--- src/rtl/intxn_ctrl_multi_pkg.sv ---
// rtl/intxn_ctrl_multi_pkg.sv - shared types and light codes for the multi-phase intersection controller
// Purpose: FSM state encoding and the per-phase {red,yellow,green} light codes.
// Ports:   none (package).
package intxn_ctrl_multi_pkg;

   typedef enum logic [2:0] {
      ST_CLEAR    = 3'd0,
      ST_MAIN_GRN = 3'd1,
      ST_MAIN_YEL = 3'd2,
      ST_SIDE_GRN = 3'd3,
      ST_SIDE_YEL = 3'd4
   } state_t;

   localparam logic [2:0] LT_RED = 3'b100;
   localparam logic [2:0] LT_YEL = 3'b010;
   localparam logic [2:0] LT_GRN = 3'b001;

endpackage

--- src/rtl/intxn_tick_gen.sv ---
// rtl/intxn_tick_gen.sv - prescaler producing a one-clock tick every TICK_DIV clocks
// Purpose: divides the system clock down to the controller's timing tick.
// Ports:   clock  in  system clock
//          reset  in  asynchronous active-high reset
//          tick   out one-clock pulse when the prescaler wraps
module intxn_tick_gen #(
   parameter int TICK_DIV = 1
) (
   input  logic clock,
   input  logic reset,
   output logic tick
);

   localparam int PW = (TICK_DIV > 1) ? $clog2(TICK_DIV) : 1;

   logic [PW-1:0] pcnt;

   // With TICK_DIV=1 the counter sits at 0 and every clock is a tick.
   assign tick = (pcnt == PW'(TICK_DIV - 1));

   always_ff @(posedge clock or posedge reset) begin
      if (reset)
         pcnt <= '0;
      else if (tick)
         pcnt <= '0;
      else
         pcnt <= pcnt + 1'b1;
   end

endmodule

--- src/rtl/intxn_ctrl_multi.sv ---
// rtl/intxn_ctrl_multi.sv - round-robin multi-approach intersection controller resting on main green
// Purpose: rests green on phase 0, serves side phases 1..NUM_PHASES-1 one per main
//          cycle in round-robin order, with yellow and all-red clearance between phases.
// Ports:   clock         in   system clock
//          reset         in   asynchronous active-high reset
//          car_detected  in   per-phase request level (bit 0 ignored)
//          lights_out    out  phase p at [3p+2:3p] = {red,yellow,green}
//          active_phase  out  phase owning green/yellow, 0 at rest
//          pending       out  latched unserved side requests (bit 0 always 0)
module intxn_ctrl_multi
   import intxn_ctrl_multi_pkg::*;
#(
   parameter int NUM_PHASES = 3,
   parameter int PHASE_W    = 2,
   parameter int TICK_DIV   = 1,
   parameter int TW         = 8,
   parameter int MIN_GREEN  = 4,
   parameter int SIDE_GREEN = 3,
   parameter int YELLOW     = 2,
   parameter int ALL_RED    = 1
) (
   input  logic                    clock,
   input  logic                    reset,
   input  logic [NUM_PHASES-1:0]   car_detected,
   output logic [3*NUM_PHASES-1:0] lights_out,
   output logic [PHASE_W-1:0]      active_phase,
   output logic [NUM_PHASES-1:0]   pending
);

   localparam logic [NUM_PHASES-1:0] SIDE_MASK = {{(NUM_PHASES-1){1'b1}}, 1'b0};

   state_t                    state, state_nx;
   logic [TW-1:0]             cnt;
   logic [PHASE_W-1:0]        nxt, rr, winner;
   logic [NUM_PHASES-1:0]     pend, req;
   logic                      tick, done, side_entry;
   logic [3*NUM_PHASES-1:0]   lights_d;
   logic [PHASE_W-1:0]        active_d;

   intxn_tick_gen #(.TICK_DIV(TICK_DIV)) u_tick (
      .clock (clock),
      .reset (reset),
      .tick  (tick)
   );

   function automatic logic [TW-1:0] dur_m1(input state_t s);
      case (s)
         ST_MAIN_GRN: dur_m1 = TW'(MIN_GREEN - 1);
         ST_SIDE_GRN: dur_m1 = TW'(SIDE_GREEN - 1);
         ST_MAIN_YEL,
         ST_SIDE_YEL: dur_m1 = TW'(YELLOW - 1);
         default:     dur_m1 = TW'(ALL_RED - 1);
      endcase
   endfunction

   assign req        = car_detected & SIDE_MASK;
   assign done       = tick && (cnt == '0);
   assign side_entry = (state == ST_CLEAR) && (state_nx == ST_SIDE_GRN);

   // First pending side phase at or after rr, wrapping back to 1. Scanning from
   // the far end lets the nearest candidate win by being assigned last.
   always_comb begin
      int k;
      winner = rr;
      for (int i = NUM_PHASES - 2; i >= 0; i--) begin
         k = ((int'(rr) - 1 + i) % (NUM_PHASES - 1)) + 1;
         if (pend[k])
            winner = PHASE_W'(k);
      end
   end

   always_ff @(posedge clock or posedge reset) begin
      if (reset)
         state <= ST_CLEAR;
      else
         state <= state_nx;
   end

   always_comb begin
      state_nx = state;
      case (state)
         ST_CLEAR:    if (done) state_nx = (nxt == '0) ? ST_MAIN_GRN : ST_SIDE_GRN;
         ST_MAIN_GRN: if (done && (|pend)) state_nx = ST_MAIN_YEL;
         ST_MAIN_YEL: if (done) state_nx = ST_CLEAR;
         ST_SIDE_GRN: if (done) state_nx = ST_SIDE_YEL;
         ST_SIDE_YEL: if (done) state_nx = ST_CLEAR;
         default:     state_nx = ST_CLEAR;
      endcase
   end

   // Interval counter, next-phase selector, rr pointer and request latches.
   // Reset counts as entry into CLEAR, so the counter starts at ALL_RED-1.
   always_ff @(posedge clock or posedge reset) begin
      if (reset) begin
         cnt  <= TW'(ALL_RED - 1);
         nxt  <= '0;
         rr   <= PHASE_W'(1);
         pend <= '0;
      end else begin
         if (state_nx != state)
            cnt <= dur_m1(state_nx);
         else if (tick && (cnt != '0))
            cnt <= cnt - 1'b1;

         if ((state == ST_MAIN_YEL) && done)
            nxt <= winner;
         else if ((state == ST_SIDE_YEL) && done)
            nxt <= '0;

         if (side_entry)
            rr <= (nxt == PHASE_W'(NUM_PHASES - 1)) ? PHASE_W'(1) : nxt + 1'b1;

         // The phase being served does not re-latch its own car.
         for (int p = 1; p < NUM_PHASES; p++) begin
            if (side_entry && (nxt == PHASE_W'(p)))
               pend[p] <= 1'b0;
            else if (req[p] && !(((state == ST_SIDE_GRN) || (state == ST_SIDE_YEL))
                                 && (nxt == PHASE_W'(p))))
               pend[p] <= 1'b1;
         end
      end
   end

   always_comb begin
      lights_d = {NUM_PHASES{LT_RED}};
      active_d = '0;
      case (state)
         ST_MAIN_GRN: lights_d[2:0] = LT_GRN;
         ST_MAIN_YEL: lights_d[2:0] = LT_YEL;
         ST_SIDE_GRN: begin
            lights_d[3*int'(nxt) +: 3] = LT_GRN;
            active_d = nxt;
         end
         ST_SIDE_YEL: begin
            lights_d[3*int'(nxt) +: 3] = LT_YEL;
            active_d = nxt;
         end
         default: ;
      endcase
   end

   always_ff @(posedge clock or posedge reset) begin
      if (reset) begin
         lights_out   <= {NUM_PHASES{LT_RED}};
         active_phase <= '0;
         pending      <= '0;
      end else begin
         lights_out   <= lights_d;
         active_phase <= active_d;
         pending      <= pend;
      end
   end

endmodule

--- config.mk ---
export PLATFORM = sky130hd
export DESIGN_NAME = intxn_ctrl_multi
export DESIGN_NICKNAME = d
export VERILOG_FILES = /design/src/rtl/intxn_ctrl_multi_pkg.sv /design/src/rtl/intxn_tick_gen.sv /design/src/rtl/intxn_ctrl_multi.sv
export SDC_FILE = /design/constraint.sdc
export NUM_CORES = 1
export LEC_CHECK = 0
export BUFFER_PORTS_ARGS = -buffer_cell sky130_fd_sc_hd__buf_2
export CORE_UTILIZATION = 50
export CTS_BUF_LIST = sky130_fd_sc_hd__clkbuf_4 sky130_fd_sc_hd__clkbuf_8 sky130_fd_sc_hd__clkbuf_16
export CTS_CLUSTER_SIZE = 10
export DETAILED_ROUTE_END_ITERATION = 6
export PLACE_DENSITY = 0.74
export SLEW_MARGIN = 25
export SYNTH_ARGS = -nofsm -noshare
export SYNTH_HDL_FRONTEND = slang
export SYNTH_SLANG_ARGS = --single-unit
--- constraint.sdc ---
create_clock -name clock -period 1.75 [get_ports clock]
set_input_delay 0.2625 -clock clock [delete_from_list [all_inputs] [get_ports clock]]
set_output_delay 0.2625 -clock clock [all_outputs]
set_load 0.02 [all_outputs]
==> impl_metrics.json <==
{
  "place_area_mm2": 0.00160,
  "clock_power_share_pct": 16.6,
  "swShare_pct": 38.5,
  "die_x_um": 55.5,
  "hold_path_class": "input pin to flip-flop",
  "cp.required_ns": 1.98,
  "h-tree-depth": 2,
  "fin_crit_ns": 1.74,
  "drc": 0,
  "clock_latency_ns": 0.34,
  "hp-start": "car_detected[1]",
  "cts-buffers-inserted": 5,
  "path_class": "flip-flop to flip-flop",
  "place.gp.congestion": 0.845,
  "holdWs_ns": 0.167,
  "clockRootBuffer": "clkbuf_4",
  "synth_top_area_share_pct": 45.4,
  "synth_seq_cells": 30,
  "antennaDiodeCount": 0,
  "antenna_left": 0,
  "pwr-share-comb_pct": 43.9,
  "mostFrequentLayoutCell": "dfrtp_1",
  "fin_nets": 179,
  "finalCoreUtilization_pct": 62.3,
  "io_pins": 19,
  "vias": 1106,
  "core_area_mm2": 0.00273,
  "synth_area_leader_cell": "dfrtp_1",
  "syn_area_mm2": 0.00143,
  "synth-edff-count": 0,
  "die-area_mm2": 0.00308,
  "skew_ns": 0.0181,
  "yosysUniqueCellTypes": 45,
  "synthTopCellsByArea": "dfrtp_1, dfstp_2, nor2_1, a21oi_1, clkbuf_8",
  "rrSetupSlack_ns": 0.009,
  "dp_cells": 193,
  "antenna_found_initial": 0,
  "cp_data_arrival_time_ns": 1.97,
  "worst_setup_path_start_kind": "flip-flop",
  "first_global_vias": 1002,
  "final_cell_mix": "dfrtp_1, buf_4, nor2_1",
  "grt_pass1_wl_mm": 4.65,
  "globalRoute.totalOverflow": 0,
  "rows": 19,
  "clkSinkCount": 30,
  "status": "finished, final reports clean",
  "ys_warn_count": 1,
  "fin_ws_ns": 0.00877,
  "synth_ff_type": "dfrtp_1",
  "clockBufferDepth": 2,
  "rr_endpoint": "rr[1]$_DFFE_PP0N_",
  "p_int_mw": 1.66,
  "synthToLayoutAreaGrowth_pct": 19.0,
  "drt_wl_total_mm": 2.66,
  "start_util_pct": 52.4,
  "leakagePower_nw": 0.809,
  "cp-end-kind": "flip-flop",
  "r2r-start": "cnt[5]$_DFFE_PP0P_",
  "ys_seq_area_share_pct": 52.8,
  "firstDrtPassIters": 5,
  "setup_viol": 0,
  "place_ws_ns": -0.0439,
  "final_area_mm2": 0.00170,
  "ff2ff_path_depth": 4,
  "synth_area_per_cell_um2": 10.2,
  "rsz0062_at_grt": "true",
  "viasPerCell": 5.40,
  "fin_cells": 205,
  "grt_max_degree": 31,
  "holdPathStages": 3,
  "drive_above_1_share_pct": 33.3,
  "ys_async_sr_fraction_pct": 100,
  "timing.fmax_ghz": 0.574,
  "routedWlPerCell_um": 13.0,
  "finalHoldViolCount": 0,
  "syn_nets": 146,
  "min_period_over_period_pct": 99.5,
  "slew_violations": 0,
  "switchingPower_mw": 1.04,
  "drv_cap": 0,
  "port_buffers": 16,
  "place_hpwl_mm": 1.82,
  "p_per_area_mw_per_mm2": 1580,
  "drt_iter0_drc": 47,
  "syn_inst": 140,
  "min_delay_worst_endpoint": "pend[1]$_DFFE_PP0P_",
  "cts_tree": "built",
  "crit_fanout": 3,
  "clk_pin_slew_ns": 0.11,
  "peakVddDrop_mv": 1.11,
  "grtUsageTotal_pct": 19.5,
  "die_y_um": 55.5,
  "seqPwrFrac_pct": 39.6
}
[critical path, cell delays in order, from the launching register on]
cell,delay [ns]
dfrtp_1,0.41
nor4_4,0.37
nand3_4,0.12
or4_4,0.52
a22o_1,0.22
[cell families (layout without fill, tap and decap cells)]
| family | after synthesis | count (layout) | share of synthesized area (%) |
|---|---|---|---|
| AOI/OAI and AO/OA | 28 | 28 | 12.6 |
| xor gates and xnor gates | 2 | 2 | 1.22 |
| adders and majority gates | 1 | 1 | 0.873 |
| buffers and inverters | 15 | 49 | 6.38 |
| DFF | 30 | 30 | 52.8 |
| muxes | 4 | 4 | 2.79 |
| other | 1 | 1 | 0.262 |
| and+or+nand+nor | 59 | 59 | 23.1 |
[state kept, by name, indices dropped and copies added (netlist names)]
| name | flops |
|---|---|
| lights_out | 9 |
| cnt | 8 |
| state | 3 |
| active_phase | 2 |
| nxt | 2 |
| pend | 2 |
| pending | 2 |
| rr | 2 |
[worst max-delay path by stage]
stage | start | endpoint | cells after the start
final | cnt[5]$_DFFE_PP0P_ | rr[1]$_DFFE_PP0N_ | 4
after global placement | cnt[5]$_DFFE_PP0P_ | rr[1]$_DFFE_PP0N_ | 4
after global routing | cnt[5]$_DFFE_PP0P_ | rr[1]$_DFFE_PP0N_ | 4
after CTS | cnt[2]$_DFFE_PP0P_ | rr[1]$_DFFE_PP0N_ | 4
after detailed placement | cnt[5]$_DFFE_PP0P_ | rr[1]$_DFFE_PP0N_ | 4
after floorplan | cnt[5]$_DFFE_PP0P_ | rr[1]$_DFFE_PP0N_ | 4
[what timing repair did]
item                       CTS  global route
buffers inserted             2             1
gates resized for setup      0             3
hold buffers                 1             0
setup endpoints to repair    2             5
hold endpoints to repair    26             0
pin swaps                    4             1
[per-layer routing]
| layer | up-vias | global-route usage, % | wire [um] |
|---|---|---|---|
| li1 | 552 | - | - |
| met1 | 520 | 27.2 | 1310 |
| met2 | 28 | 28.7 | 1200 |
| met3 | 6 | 5.62 | 102 |
| met4 | 0 | 7.50 | 49 |
| met5 | - | 0 | 0 |
[cells in the mapped netlist, types with 2 or more instances]
cell	instances
nor2_1	18
inv_1	5
nand3_1	6
a21oi_1	12
nand2_1	11
dfrtp_1	26
nor3_1	3
nand3b_1	2
o31ai_1	3
mux2i_1	4
o21ai_0	3
clkbuf_8	3
and2_1	3
clkbuf_1	5
dfstp_2	4
nand2b_1	3
[layout make-up]
cell class	instances	area, um2
clock buffer	6	51.3
clock inverter	2	12.5
fill	218	1030
inverter	5	18.8
multi-input combinational	95	591
sequential	30	756
tap	31	38.8
timing repair buffer	36	236
[power groups by stage]
| stage | Sequential, mW | Clock, mW | Combinational, mW |
|---|---|---|---|
| after floorplan | 1.12 | 0 | 0.718 |
| after global placement | 1.07 | 0 | 1.09 |
| after detailed placement | 1.08 | 0 | 1.12 |
| after CTS | 1.07 | 0.461 | 1.15 |
| after global routing | 1.09 | 0.488 | 1.31 |
| final | 1.07 | 0.447 | 1.19 |
[per-stage QoR]
stage               TNS (ns)  power, mW
floorplan             -0.170       1.83
global placement    -0.00319       2.16
detailed placement   -0.0445       2.19
CTS                        0       2.68
global route         -0.0538       2.89
finish                     0       2.70
Power figures use the tool's default switching activity.
